--- config.mk ---
export PLATFORM = sky130hd
export DESIGN_NAME = uart_tx_stream
export DESIGN_NICKNAME = d
export VERILOG_FILES = /design/src/rtl/uart_tx_pkg.sv /design/src/rtl/uart_tx_fifo.sv /design/src/rtl/uart_tx_stream.sv
export SDC_FILE = /design/constraint.sdc
export NUM_CORES = 1
export LEC_CHECK = 0
export CAP_MARGIN = 40
export CORE_MARGIN = 2
export CORE_UTILIZATION = 25
export DETAILED_ROUTE_END_ITERATION = 12
export DONT_BUFFER_PORTS = 1
export PLACE_DENSITY_LB_ADDON = 0.25
export SLEW_MARGIN = 20
export SYNTH_ARGS = -nofsm -noshare
export SYNTH_HDL_FRONTEND = slang
export SYNTH_SLANG_ARGS = --single-unit
export TNS_END_PERCENT = 30
--- constraint.sdc ---
create_clock -name clk -period 4 [get_ports clk]
set_clock_uncertainty 0.2 [all_clocks]
set_input_delay 0.4 -clock clk [delete_from_list [all_inputs] [get_ports clk]]
set_output_delay 0.4 -clock clk [all_outputs]
set_load 0.005 [all_outputs]
--- src/rtl/uart_tx_pkg.sv ---
// uart_tx_stream shared types and helpers.
// Serializer state encoding, ASCII terminator bytes, baud divider.
package uart_tx_pkg;

   typedef enum logic [1:0] {
      IDLE,
      START,
      DATA,
      STOP
   } tx_state_t;

   localparam logic [7:0] ASCII_CR = 8'h0D;
   localparam logic [7:0] ASCII_LF = 8'h0A;

   function automatic int baud_div(input int clk_freq, input int baud);
      return clk_freq / baud;
   endfunction

endpackage

--- src/rtl/uart_tx_fifo.sv ---
// uart_tx_fifo: single-clock byte FIFO for the UART transmitter.
// Pointers carry one extra wrap bit to tell full from empty.
module uart_tx_fifo #(
   parameter int DEPTH = 16
) (
   input  logic                     clk,
   input  logic                     rst,
   input  logic                     push,
   input  logic [7:0]               wr_data,
   input  logic                     pop,
   output logic [7:0]               rd_data,
   output logic                     full,
   output logic                     empty,
   output logic [$clog2(DEPTH):0]   free_count
);

   localparam int AW = $clog2(DEPTH);

   logic [7:0]  mem [DEPTH];
   logic [AW:0] wr_ptr;
   logic [AW:0] rd_ptr;
   logic        push_ok;
   logic        pop_ok;

   assign full    = (wr_ptr[AW] != rd_ptr[AW]) &&
                    (wr_ptr[AW-1:0] == rd_ptr[AW-1:0]);
   assign empty   = (wr_ptr == rd_ptr);
   assign push_ok = push && !full;
   assign pop_ok  = pop && !empty;
   assign rd_data = mem[rd_ptr[AW-1:0]];
   assign free_count = (AW+1)'(DEPTH) - (wr_ptr - rd_ptr);

   // pointer update; both sides may move in the same cycle
   always_ff @(posedge clk or posedge rst) begin
      if (rst) begin
         wr_ptr <= '0;
         rd_ptr <= '0;
      end else begin
         if (push_ok) wr_ptr <= wr_ptr + 1'b1;
         if (pop_ok)  rd_ptr <= rd_ptr + 1'b1;
      end
   end

   // storage write, no reset needed on the data array
   always_ff @(posedge clk) begin
      if (push_ok) mem[wr_ptr[AW-1:0]] <= wr_data;
   end

endmodule

--- src/rtl/uart_tx_stream.sv ---
// uart_tx_stream: byte stream FIFO + 8N1 serializer with ready/overflow.
// Build option UART_TX_CRLF_EN appends CR LF after every input burst.
module uart_tx_stream
   import uart_tx_pkg::*;
#(
   parameter int CLK_FREQ     = 100_000_000,
   parameter int BAUD         = 115200,
   parameter int FIFO_DEPTH   = 16,
   parameter int READY_MARGIN = 8
) (
   input  logic       clk,
   input  logic       rst,
   input  logic [7:0] tx_data,
   input  logic       tx_valid,
   output logic       tx_ready,
   output logic       uart_txd,
   output logic       busy,
   output logic       overflow
);

   localparam int DIV = baud_div(CLK_FREQ, BAUD);
   localparam int CW  = $clog2(DIV);
   localparam int AW  = $clog2(FIFO_DEPTH);

   logic          push_req;
   logic [7:0]    push_data;
   logic          push_drop;
   logic          ins_busy_n;
   logic          pop;
   logic          full;
   logic          empty;
   logic [7:0]    rd_data;
   logic [AW:0]   free_count;
   logic [AW:0]   free_next;

   tx_state_t     state, state_n;
   logic [CW-1:0] baud_cnt, baud_cnt_n;
   logic [2:0]    bit_idx, bit_idx_n;
   logic [7:0]    shreg, shreg_n;
   logic          baud_last;

   uart_tx_fifo #(
      .DEPTH (FIFO_DEPTH)
   ) u_fifo (
      .clk        (clk),
      .rst        (rst),
      .push       (push_req),
      .wr_data    (push_data),
      .pop        (pop),
      .rd_data    (rd_data),
      .full       (full),
      .empty      (empty),
      .free_count (free_count)
   );

`ifdef UART_TX_CRLF_EN
   logic       prev_valid;
   logic [1:0] ins_cnt, ins_cnt_n;
   logic       burst_end;

   // push source select: crossbar byte or CR/LF terminator
   always_comb begin
      burst_end  = !tx_valid && prev_valid;
      push_req   = tx_valid;
      push_data  = tx_data;
      push_drop  = 1'b0;
      ins_cnt_n  = ins_cnt;
      unique case (1'b1)
         burst_end: ins_cnt_n = 2'd2;
         (ins_cnt == 2'd2): begin
            push_req  = 1'b1;
            push_data = ASCII_CR;
            push_drop = tx_valid;
            ins_cnt_n = 2'd1;
         end
         (ins_cnt == 2'd1): begin
            push_req  = 1'b1;
            push_data = ASCII_LF;
            push_drop = tx_valid;
            ins_cnt_n = 2'd0;
         end
         default: ;
      endcase
      ins_busy_n = (ins_cnt_n != 2'd0);
   end

   // burst edge tracking and terminator sequencing
   always_ff @(posedge clk or posedge rst) begin
      if (rst) begin
         prev_valid <= 1'b0;
         ins_cnt    <= 2'd0;
      end else begin
         prev_valid <= tx_valid && (ins_cnt == 2'd0);
         ins_cnt    <= ins_cnt_n;
      end
   end
`else
   // bytes pass straight from the crossbar into the FIFO
   always_comb begin
      push_req   = tx_valid;
      push_data  = tx_data;
      push_drop  = 1'b0;
      ins_busy_n = 1'b0;
   end
`endif

   assign baud_last = (baud_cnt == CW'(DIV - 1));
   assign free_next = free_count
                    - (AW+1)'(push_req && !full)
                    + (AW+1)'(pop);

   // serializer next state, shift register and FIFO pop
   always_comb begin
      state_n    = state;
      baud_cnt_n = baud_cnt;
      bit_idx_n  = bit_idx;
      shreg_n    = shreg;
      pop        = 1'b0;
      unique case (state)
         IDLE: begin
            if (!empty) begin
               pop        = 1'b1;
               shreg_n    = rd_data;
               baud_cnt_n = '0;
               state_n    = START;
            end
         end
         START: begin
            if (baud_last) begin
               baud_cnt_n = '0;
               bit_idx_n  = 3'd0;
               state_n    = DATA;
            end else begin
               baud_cnt_n = baud_cnt + 1'b1;
            end
         end
         DATA: begin
            if (baud_last) begin
               baud_cnt_n = '0;
               shreg_n    = {1'b0, shreg[7:1]};
               if (bit_idx == 3'd7) state_n = STOP;
               else bit_idx_n = bit_idx + 1'b1;
            end else begin
               baud_cnt_n = baud_cnt + 1'b1;
            end
         end
         STOP: begin
            if (baud_last) begin
               baud_cnt_n = '0;
               if (!empty) begin
                  pop     = 1'b1;
                  shreg_n = rd_data;
                  state_n = START;
               end else begin
                  state_n = IDLE;
               end
            end else begin
               baud_cnt_n = baud_cnt + 1'b1;
            end
         end
         default: state_n = IDLE;
      endcase
   end

   // serializer state register
   always_ff @(posedge clk or posedge rst) begin
      if (rst) begin
         state    <= IDLE;
         baud_cnt <= '0;
         bit_idx  <= 3'd0;
         shreg    <= 8'h00;
      end else begin
         state    <= state_n;
         baud_cnt <= baud_cnt_n;
         bit_idx  <= bit_idx_n;
         shreg    <= shreg_n;
      end
   end

   // registered line driver and status flags
   always_ff @(posedge clk or posedge rst) begin
      if (rst) begin
         uart_txd <= 1'b1;
         tx_ready <= 1'b1;
         busy     <= 1'b0;
         overflow <= 1'b0;
      end else begin
         unique case (state)
            START:   uart_txd <= 1'b0;
            DATA:    uart_txd <= shreg[0];
            default: uart_txd <= 1'b1;
         endcase
         tx_ready <= (int'(free_next) >= READY_MARGIN) && !ins_busy_n;
         busy     <= (state != IDLE) || !empty;
         overflow <= overflow || (push_req && full) || push_drop;
      end
   end

endmodule

Word level (Yosys, flattened, before mapping)
Memory sizes are Yosys's and may differ from the RTL's.
Cells that the tools add are included.
W data, S select, Z words.
{"block": "word_totals", "ff_bits": 37, "ram_bits": 128, "output_inout_bits": 4, "memories": 1}
{"memory": "u_fifo.mem", "depth": 16, "word_bits": 8, "read_ports": 1, "rd_clocked_by_memory_dff": 0, "write_ports": 1, "line": "uart_tx_fifo.sv:19", "text": "logic [7:0] mem [DEPTH];"}
{"block": "classes", "addsub": 8, "n_lt_le_gt_ge": 1, "n_eq_ne": 14, "muxes": 24, "n_reduce_logical": 16}
{"operator": "$mux W8", "n": 3}
{"operator": "$pmux W8 S3", "n": 1}
{"operator": "$mux W10", "n": 2}
{"operator": "$pmux W10 S2", "n": 1}
{"operator": "$ne A2 B2 Y1 const B", "n": 6}
{"operator": "$add A10 B1 Y10 const B", "n": 1}
{"operator": "$add A5 B1 Y5 const B", "n": 2}
{"operator": "$eq A10 B10 Y1 const B", "n": 1}
{"operator": "$mux W2", "n": 5}
{"operator": "$mux W3", "n": 3}
{"operator": "$pmux W2 S4", "n": 1}
{"operator": "$pmux W3 S2", "n": 1}
{"operator": "$add A5 B1 Y5", "n": 1}
{"operator": "$eq A5 B5 Y1", "n": 1}
{"operator": "$ge A5 B4 Y1 const B", "n": 1}
{"operator": "$mux W1", "n": 5}
{"operator": "$reduce_and A5 Y1", "n": 1}
{"operator": "$sub A5 B1 Y5", "n": 1}
{"operator": "$sub A5 B5 Y5", "n": 1}
{"operator": "$sub A5 B5 Y5 const A", "n": 1}
{"operator": "$eq A2 B2 Y1 const B", "n": 2}
{"operator": "$eq A4 B4 Y1", "n": 1}
{"operator": "$logic_and A1 B1 Y1", "n": 4}
{"operator": "$pmux W1 S2", "n": 2}
{"operator": "12 further kinds", "n": 15}

Longest topological paths before layout
{"block": "logic_depth", "depth_word": 7, "mapped_depth": 19, "mapped_depth_nobuf": 17}

Cells and area by module
Synthesis repeated with hierarchy kept, for this count alone.
{"block": "hier_totals", "hier_cells": 467, "hier_area_um2": 7354.6}
{"module": "uart_tx_fifo", "n_inst": 1, "cells_per_inst": 305, "area_per_inst_um2": 5683.0, "seq_area_each_um2": 4093.9}
{"module": "uart_tx_stream", "n_inst": 1, "cells_per_inst": 162, "area_per_inst_um2": 1671.6, "seq_area_each_um2": 678.2}

Least setup slack after synthesis
Ideal clock, no wire load.
{"block": "synth_path", "path_type": "register to register", "from": "register u_fifo.rd_ptr[2]", "to": "register tx_ready", "setup_ns": 0.079, "arrival_ns": 3.649, "required_ns": 3.721, "path_slack_ns": 0.072, "path_stages_with_launch": 19, "n_path_buf": 2, "cell_sequence": "dfrtp_1 -> buf_2 -> buf_2 -> inv_1 -> ha_1 -> and2_1 -> a41oi_2 -> inv_1 -> fa_1 -> inv_1 -> fa_1 -> inv_1 -> ha_1 -> inv_1 -> fa_1 -> nor2b_1 -> o21ai_0 -> nand3_1 -> o21ai_0"}
{"block": "synth_between", "elab_chain_cells": 7, "elab_cells_between_ends": 13, "cone_classes": "add/sub (4); order compare (1); eq/ne (2); mux (3); reduce/logical (3)"}
{"item": "start: declaration", "line": "uart_tx_fifo.sv:21", "text": "logic [AW:0] rd_ptr;"}
{"item": "start signal: assignment", "line": "uart_tx_fifo.sv:40", "text": "if (pop_ok) rd_ptr <= rd_ptr + 1'b1;"}
{"item": "branches (longest 5 deep; another with $sub A5 B5 Y5)"}
{"item": "$add A5 B1 Y5 *", "line": "uart_tx_stream.sv:110", "text": "+ (AW+1)'(pop);"}
{"item": "$ge A5 B4 Y1 *", "line": "uart_tx_stream.sv:193", "text": "tx_ready <= (int'(free_next) >= READY_MARGIN) && !ins_busy_n;"}
{"item": "end signal: assignment", "line": "uart_tx_stream.sv:193"}
{"item": "end: declaration", "line": "uart_tx_stream.sv:15", "text": "output logic tx_ready,"}
Every way passes the cells marked *.
A chain may end at the register's enable or synchronous reset.

Worst setup path in the final report
{"block": "layout_path", "from": "register baud_cnt[0]", "to": "register tx_ready"}
{"block": "layout_between", "elab_chain_cells": 5}
{"item": "start: declaration", "line": "uart_tx_stream.sv:37", "text": "logic [CW-1:0] baud_cnt, baud_cnt_n;"}
{"item": "start signal: assignment", "line": "uart_tx_stream.sv:174", "text": "baud_cnt <= baud_cnt_n;"}
{"item": "$eq A10 B10 Y1", "line": "uart_tx_stream.sv:107", "text": "assign baud_last = (baud_cnt == CW'(DIV - 1));"}
{"item": "$mux W1", "line": "uart_tx_stream.sv:148", "text": "if (baud_last) begin"}
{"item": "$pmux W1 S2", "line": "uart_tx_stream.sv:119", "text": "unique case (state)"}
{"item": "$add A5 B1 Y5", "line": "uart_tx_stream.sv:110"}
{"item": "$ge A5 B4 Y1", "line": "uart_tx_stream.sv:193"}
Every way passes these cells.

==> summary by stage <==
Global route
Global routing finished with a remaining overflow of 0. The overall fraction of global-route tracks in use is 10.88%. The via count of the first global-routing pass came to 4240. The number of antenna violations at the first check in global routing is 0.

The global-route wire length before repair is 24710 um. The pin count of the biggest net entering global routing is 32.

Run
The tool flagged a number of max-cap violations equal to 0.

Routing
The number of vias in the routed layout is 3920. In this run the remaining antenna-violating nets after routing total 0. The number of search-and-repair iterations in the first detailed-routing pass is 4. For this block, the routed nets add up to 15450 um of wire. After detailed routing, the number of vias per cell comes to 4.409. After detailed routing, the average wire length per cell comes to 17.38 um. The DRC marker count from the first detailed-route iteration is 210. For this run, design rule violations remaining after detail routing come to 0.

Synthesis
The netlist area before placement is 7186 sq um. The multiplexer share of the synthesized area is 10.57%. The adder and majority cell fraction of the synthesized area is 4.318%. The synthesized-area fraction occupied by ao, oa, aoi and oai cells is 7.226%.

The netlist uses 56 different library cells. The portion of the post-synthesis area used by sequential elements is 66.41%. The fraction of post-synthesis cell area in the top cell type by area is 53.49%. In the post-synthesis netlist, the biggest area contributors are sky130_fd_sc_hd__edfxtp_1, sky130_fd_sc_hd__dfrtp_1, sky130_fd_sc_hd__mux4_2. The synthesized netlist devotes 2.072% of its cell area to XOR and XNOR gates. The combinational family with the most area after synthesis is multiplexers.

The synthesized area divided by synthesized cell count is 15.86 sq um. The proportion of register bits with asynchronous set or reset after synthesis is 22.42%. After technology mapping, the gate count stands at 453. The synthesized flop and latch total is 165. Of all cell types, the one taking the most synthesized area is sky130_fd_sc_hd__edfxtp_1. The count of yosys warnings during synthesis is 0. The number of enable-type register cells in the synthesized netlist is 128.

Of the total synthesized cell area, the portion taken by AND, OR, NAND and NOR gates is 6.861%. For this run, the leading register cell type out of synthesis is sky130_fd_sc_hd__edfxtp_1. Synthesis produced a netlist with a net count of 487.

Power and ir drop
Total power for the finished layout comes to 0.006065 W. The peak supply drop is 0.2454 mV. For this design the static power due to leakage is 3.013 nW. Dividing total power by cell area gives a power density of 716.8 nW/um^2.

Critical path
Data on the critical path is required at its endpoint by 4.15 ns. The critical path class is reg -> reg. Of all nets on the critical path, the largest fanout is 5. Measured in cells, the most critical reg-to-reg path has a length of 16. The kind of end point of the critical path is a register. The worst register-to-register path begins at baud_cnt[0]. The worst register-to-register path ends at tx_ready. The startpoint class of the critical path is a register. Data on the critical path arrives at its endpoint at 3.80 ns. The flop-to-flop setup slack is 0.35 ns.

Placement
The placed instances occupy a cell area of 7786 sq um. The routability-driven placement congestion ratio is 0.7472. In this run, placement finished with an instance count of 848. Detailed placement ended at an HPWL of 10570 um.

The number of buffer cells added on primary ports is 0.

CTS
The count of buffers added by post-CTS timing repair for setup is 0. For the worst-skew pair, the clock arrives at the later sink with an insertion delay of 0.43 ns. The root cell of the clock tree is sky130_fd_sc_hd__clkbuf_16.

After clock tree synthesis, the clock-pin slew on the worst setup and hold paths is 0.07 ns. The tree built by TritonCTS fans out to 165 sinks. The maximum buffer depth of the clock tree is 2. The H-tree was split into 4 levels.

TritonCTS built the clock tree. Clock tree synthesis inserted a total of 17 buffers.

Timing
The final critical-path share of the clock period is 91.29%. Based on the critical path, the design can be clocked at up to 0.2739 GHz. The count of final hold-check violations is 0. The count of pins over their slew limit is 0. At the pin with the least slew margin, the transition time is 0.7805 ns.

Setup violations remaining at the end of the flow were counted as 0. The tightest slew margin relative to the limit is 47.65%. Setup repair after global routing left no endpoint under its margin.

The aggregate negative setup slack is 0 ns. Counting I/O delays and the setup requirement, the final critical path takes 3.651 ns.

Layout
The antenna diode count is 0. The most frequent standard cell in the layout excluding fill and tap cells is sky130_fd_sc_hd__edfxtp_1. The top cell types in the final layout, fill and taps aside, are sky130_fd_sc_hd__edfxtp_1, sky130_fd_sc_hd__dfrtp_1, sky130_fd_sc_hd__nand2_1. The fraction of final layout cells sized beyond drive strength 1 is 20.20%.

The final design utilization is 29.72%. The net total in the final layout is 527. The layout-stage area growth over the synthesis result is 17.76%. The final non-filler cell total is 889. The post-route cell area is 8462 sq um.

Floorplanning
The horizontal die dimension is 173.5 um. After floorplanning, the core was sized to cover 28470 sq um. The die area is 30110 sq um. In this run the vertical extent of the chip is 173.5 um. The floorplan has 62 rows. Once the floorplan was initialized, standard cells occupied 25.24% of the core. 15 I/O pins were placed.

Min path
The path class of the tightest hold or removal check is in -> async.

Run status
The run finished with clean final reports.
synth_stat cells (3+ instances only):
master / instances
sky130_fd_sc_hd__nor3_1: 6
sky130_fd_sc_hd__edfxtp_1: 128
sky130_fd_sc_hd__nor2b_1: 3
sky130_fd_sc_hd__fa_1: 3
sky130_fd_sc_hd__o22ai_1: 12
sky130_fd_sc_hd__and2_1: 3
sky130_fd_sc_hd__a21oi_1: 4
sky130_fd_sc_hd__mux4_2: 24
sky130_fd_sc_hd__dfrtp_1: 35
sky130_fd_sc_hd__ha_1: 20
sky130_fd_sc_hd__buf_6: 4
sky130_fd_sc_hd__nand2_1: 27
sky130_fd_sc_hd__o21ai_1: 11
sky130_fd_sc_hd__buf_2: 5
sky130_fd_sc_hd__o31ai_1: 4
sky130_fd_sc_hd__xnor2_1: 10
sky130_fd_sc_hd__nand3_1: 8
sky130_fd_sc_hd__clkbuf_1: 4
sky130_fd_sc_hd__o21ai_0: 17
sky130_fd_sc_hd__nand4_1: 4
sky130_fd_sc_hd__inv_1: 21
sky130_fd_sc_hd__a211o_1: 6
sky130_fd_sc_hd__mux2i_1: 17
sky130_fd_sc_hd__a22o_1: 8
sky130_fd_sc_hd__nand2b_1: 4
sky130_fd_sc_hd__xor2_1: 7
sky130_fd_sc_hd__nor2_1: 21
layer usage:
metal	vias to the layer above	GRT usage (%)	share of wire, %
met2	69	18.35	50
met3	19	2.390	2.8
li1	1825	-	-
met1	2007	13.99	46
met4	0	3.355	1.3
met5	-	0	0
layout make-up:
class,instances,area (sq um)
well taps,384,480.5
repair buffers,36,315.3
clock inverters,13,142.6
fillers,2846,20010
inverters,23,86.33
flip-flops and latches,165,4773
multi-input cells,250,2235
clock buffers,18,429.2
worst max-delay path, cell delays in order, from the launching register on:
cell and delay [ns]:
sky130_fd_sc_hd__dfrtp_1 0.41, sky130_fd_sc_hd__ha_1 0.27, sky130_fd_sc_hd__nand4b_2 0.25, sky130_fd_sc_hd__nor4_2 0.31, sky130_fd_sc_hd__o21ai_2 0.12, sky130_fd_sc_hd__nor2_2 0.19, sky130_fd_sc_hd__fa_1 0.20, sky130_fd_sc_hd__inv_1 0.05
sky130_fd_sc_hd__fa_1 0.44, sky130_fd_sc_hd__inv_1 0.07, sky130_fd_sc_hd__ha_1 0.16, sky130_fd_sc_hd__inv_1 0.05, sky130_fd_sc_hd__fa_1 0.38, sky130_fd_sc_hd__nor2b_1 0.15, sky130_fd_sc_hd__o21ai_0 0.15, sky130_fd_sc_hd__nand3_1 0.09
sky130_fd_sc_hd__o21ai_0 0.08
how the worst max path moves through the flow:
stage | start | to
3_5_place_dp | baud_cnt[0] | tx_ready
6_report | baud_cnt[0] | tx_ready
2_1_floorplan | u_fifo.rd_ptr[2] | tx_ready
5_1_grt | baud_cnt[0] | tx_ready
3_3_place_gp | baud_cnt[0] | tx_ready
4_1_cts | baud_cnt[0] | tx_ready
stage by stage:
stage	hold slack, ns	worst slack [ns]
6_report	0.2648	0.3486
5_1_grt	0.2955	0.03780
4_1_cts	0.2735	0.2909
3_5_place_dp	0.1583	0.3260
3_3_place_gp	0.2717	0.4140
2_1_floorplan	0.2478	0.07199
cell families after synthesis:
kind of cell | after synthesis
flops | 165
simple gates | 92
compound gates | 74
mux | 44
buf+inv | 38
fa+ha+maj | 23
xor+xnor | 17
power breakdown:
part | leakage, nW | internal [W] | switching (W)
combinational | 1.11 | 0.000929 | 0.00125
clock | 0.284 | 0.000880 | 0.000726
sequential | 1.62 | 0.00214 | 0.000144
total | 3.01 | 0.00395 | 0.00212
timing repair:
action	CTS	global route
gates resized for setup	0	1
hold buffers	10	0
endpoints found under the hold margin	136	0
setup endpoints to repair	0	1
state kept, by name (all words and copies together), names as in the netlist:
signal,flops
baud_cnt,10
bit_idx,3
busy,1
overflow,1
shreg,8
state,2
tx_ready,1
u_fifo.mem,128
u_fifo.rd_ptr,5
u_fifo.wr_ptr,5
uart_txd,1
Power figures use the tool's default switching activity.
==> edit 1, RTL diff (same flow settings) <==
Encoding of `tx_state_t`: now one-hot (4 bits for 4 states).
--- a/src/rtl/uart_tx_pkg.sv
+++ b/src/rtl/uart_tx_pkg.sv
@@ -3,9 +3,9 @@
 package uart_tx_pkg;
 
-   typedef enum logic [1:0] {
-      IDLE,
-      START,
-      DATA,
-      STOP
+   typedef enum logic [3:0] {
+      IDLE  = 4'b0001,
+      START = 4'b0010,
+      DATA  = 4'b0100,
+      STOP  = 4'b1000
    } tx_state_t;
 
Formal check against the unedited RTL: no difference found for any inputs over 10 cycles, from zero or initial values and one cycle with rst high; not proved beyond that.
==> edit 1 against the unedited design <==
Highest routed layer unchanged; sequential cell count is 2 higher; power shrank 0.27%; design area grew 0.68%; worst hold slack lost 0.093 ns; setup slack gained 0.13 ns; area after synthesis up 0.77%; count of clock-buffer cells in the layout down 1; via count decreased by 1.8%; routed wire length decreased by 0.25%; largest cell class unchanged; synthesized cell count is 0.88% higher; non-clock buffer count is 1 lower.
==> edit 1: results <==
[run_status]
status = "completed"

[cts]
clk_pin_slew_ns = 0.07
postCtsHoldBufs = 10
cts.sinks = 167
postCtsSetupRepairBufs = 0
cts_buffer_depth = 2
root_buffer = "clkbuf_16"
htreeDepth = 4
clk_latency_ns = 0.43
postCtsResizedCells = 0
numCtsBuffers = 17

[place]
dp.cells = 841
dpl_worst_slack_ns = 0.467
port_buffers = 0
placed_cell_area_um2 = 7780
place.gp.congestion = 0.724
hpwl_mm = 10.3

[power_and_ir_drop]
switchingPower_uw = 2080
leakagePower_uw = 0.00300
ir_drop_mv = 0.320

[logic_synthesis]
ys_types = 47
ys_async_sr_fraction = 0.234
synth_area_leaders = "edfxtp_1 53%, dfrtp_1 12%, mux4_2 10%"
synth_fp_nets = 486
yosys_warnings = 0
synthTopCellsByCount = "128 x edfxtp_1, 36 x dfrtp_1, 34 x nand2_1"
syn_avg_cell_area_um2 = 15.8
synth_edf_count = 128
seq_area_frac_synth = 0.666

[final_layout]
clock_cell_area_share = 0.0690
stdcell_count = 887
buffers = 35
multiInputGateArea_um2 = 2210
n_antenna_cell = 0
fillCellCount = 2833
drive_above_1_share = 0.235
inverters_excl_clock = 27
largest_register_ffs = 128
nonClkBufAreaFrac = 0.0366
seq_share = 0.566
layout.nets = 519
multi_input_gates = 242
postLayoutCoreUtil = 0.298
nClkBuffers = 17

[worst_hold_path]
worstHoldPathType = "input pin to register"

[global_route]
grt_pass1_vias = 4105
antenna_found_initial = 0
gr-usage-all-layers = 0.108
grt_max_degree = 40
grt_overflow = 0
grt_pass1_wl_mm = 24.3

[floorplan]
die_area_um2 = 30300

[route]
firstDrtPassIters = 5
vias_per_cell = 4.34
drt_iter0_markers = 225
postRouteWirelength_mm = 15.4

[setup_path]
path_max_fanout = 9
cp.arrival_ns = 3.68

[timing]
tightest_slew_ns = 0.788
## edit 1: cell count changes after synthesis, moves of 7 or more
cell and delta:
and3_1 +8, nand2_1 +7, o21ai_1 -8, mux2_2 +15, mux2i_1 -16, mux4_2 +9
## edit 1: kinds of logic after synthesis
group | synth area share
DFF | 0.666
and+or+nand+nor | 0.0722
AOI/OAI and AO/OA | 0.0468
muxes | 0.127
buffers and inverters | 0.0282
xor gates and xnor gates | 0.0251
adders and majority gates | 0.0342
## edit 1: critical path, cell delays in order (launching register included)
cell and delay, ns:
dfrtp_1 0.42, inv_1 0.09, ha_1 0.32, nand2_1 0.15, o41a_1 0.38, inv_1 0.12
fa_1 0.42, inv_1 0.07, fa_1 0.40, inv_1 0.07, ha_1 0.17, inv_1 0.06
fa_1 0.37, xor2_1 0.15, nand2_1 0.06
## edit 1: final timing paths
kind,start,to,slack [ns],cells after the start
worst max register to register,u_fifo.rd_ptr[3],tx_ready,0.48,14
worst min-delay path,tx_valid,u_fifo.wr_ptr[0],0.17,2
worst max-delay path,u_fifo.rd_ptr[3],tx_ready,0.48,14
max in group asynchronous,rst,u_fifo.rd_ptr[0],2.85,3
min in group asynchronous,rst,baud_cnt[5],0.35,3
worst min register to register,bit_idx[2],bit_idx[2],0.32,1
## edit 1: power groups by stage
| stage | clock (uW) | combinational, uW | sequential [uW] |
|---|---|---|---|
| after floorplan | 0 | 1630 | 2280 |
| after global routing | 1720 | 2390 | 2350 |
| final | 1600 | 2130 | 2320 |
| after global placement | 0 | 2060 | 2340 |
| after detailed placement | 0 | 2110 | 2360 |
| after CTS | 1640 | 2140 | 2320 |
## edit 1: layer usage
layer,share of wire,track usage
met1,0.46,0.138
met2,0.49,0.178
met3,0.040,0.0297
met4,0.0098,0.0305
met5,0,0
==> edit 2, RTL diff (same flow settings) <==
Without the edit above. The parameter `BAUD` goes from 115200 to 230400.
--- a/src/rtl/uart_tx_stream.sv
+++ b/src/rtl/uart_tx_stream.sv
@@ -5,5 +5,5 @@
 #(
    parameter int CLK_FREQ     = 100_000_000,
-   parameter int BAUD         = 115200,
+   parameter int BAUD         = 230400,
    parameter int FIFO_DEPTH   = 16,
    parameter int READY_MARGIN = 8
Check against the original RTL: no difference found for any inputs over 10 cycles, from zero or initial values and one cycle with rst high; that may be too few to reach the edited logic, so the function may still have changed.
==> edit 2 against the unedited design <==
Worst hold slack lost 0.090 ns; highest routed layer unchanged; setup slack gained 0.038 ns; routed wire length grew 0.76%; area after synthesis shrank 1.6%; sequential cell count shrank 1; cell count shrank 1.3%; via count shrank 0.41%; design area shrank 0.95%; critical path type unchanged; critical endpoint unchanged; largest cell class unchanged.
Power is not compared: it rests on default switching activity, and its combinational part moved more than twofold at a synthesized area within 25%.
==> edit 2: results <==
[run_status]
status = "completed"

[cts]
numCtsBuffers = 17
cts_buffer_depth = 2
htreeDepth = 4

[setup_path]
reg2reg_depth = 13
cp.arrival_ns = 3.77
path_max_fanout = 10
r2r-start = "u_fifo.wr_ptr[2]"
cpMaxStageDelayCell = "dfrtp_1"
critical_path.max_stage_delay_ns = 0.54

[route]
postRouteWirelength_mm = 15.6
wl_met1_mm = 7.15
wl_per_cell_um = 17.7
firstDrtPassIters = 5
wl_met2_mm = 7.65
drt_iter0_markers = 246
vias_per_cell = 4.45

[logic_synthesis]
syn_inst = 450
ys_types = 53
synthAdderAreaFrac = 0.0456
synth_area_leaders = "edfxtp_1 54%, dfrtp_1 12%, mux4_2 7.3%"
synthTopCellsByCount = "128 x edfxtp_1, 34 x dfrtp_1, 31 x nand2_1"
synth_compound_area_frac = 0.0750
synth_mux_area_frac = 0.0987
synth_fp_nets = 485
synth-xor-area-share = 0.0223
ys_async_sr_fraction = 0.220

[place]
hpwl_mm = 10.1
dp.cells = 834
dpl_worst_slack_ns = 0.387
place.gp.congestion = 0.790

[global_route]
grt_max_degree = 44
grt_pass1_vias = 4057

[worst_hold_path]
worstHoldPathType = "input pin to register"
hold-path-cell-count = 3

[final_layout]
fillCellCount = 2776
layout.nets = 521
drive_above_1_share = 0.190

[timing]
fin_worst_hold_slack_ns = 0.174
relSlewSlack = 0.579
[edit 2: worst max path at each step]
stage	start	endpoint	slack (ns)
after floorplan	u_fifo.rd_ptr[2]	tx_ready	0.34
after global placement	u_fifo.wr_ptr[2]	tx_ready	0.52
after detailed placement	u_fifo.wr_ptr[2]	tx_ready	0.39
after CTS	u_fifo.wr_ptr[2]	tx_ready	0.36
after global routing	u_fifo.wr_ptr[2]	tx_ready	0.14
final	u_fifo.wr_ptr[2]	tx_ready	0.39
[edit 2: report_power, final]
part / internal [uW] / switching [uW] / leakage, uW / total, uW
combinational: 240 / 363 / 0.00107 / 602
sequential: 2010 / 82.9 / 0.00160 / 2090
clock: 864 / 819 / 0.000302 / 1680
[edit 2: cell type report]
class	count	area, um^2	area share
clock buffers	17	425	0.0508
clock inverters	15	196	0.0234
inverters	20	75.1	0.00896
multi-input cells	247	2160	0.257
flip-flops and latches	164	4750	0.567
well taps	378	473	0.0564
repair buffers	36	308	0.0367
[edit 2: cell families (layout without fill, tap and decap cells)]
group / after synthesis / in the layout
DFF: 164 / 164
buffers and inverters: 39 / 88
xor gates and xnor gates: 18 / 18
adders and majority gates: 24 / 24
and+or+nand+nor: 89 / 89
AOI/OAI and AO/OA: 75 / 75
muxes: 41 / 41
[edit 2: metal layers]
metal,GRT usage,vias to the layer above
met4,0.0376,0
met5,0,-
li1,-,1795
met3,0.0240,14
met2,0.186,83
met1,0.143,2012
[edit 2: what timing repair did]
item	CTS	global route
hold buffers	10	0
endpoints found under the setup margin	0	0
endpoints found under the hold margin	163	0
[edit 2: worst min-delay path: cells and delay by family]
| kind | cells | cell delay [ns] |
|---|---|---|
| simple gates | 1 | 0.10 |
| compound gates | 2 | 0.25 |
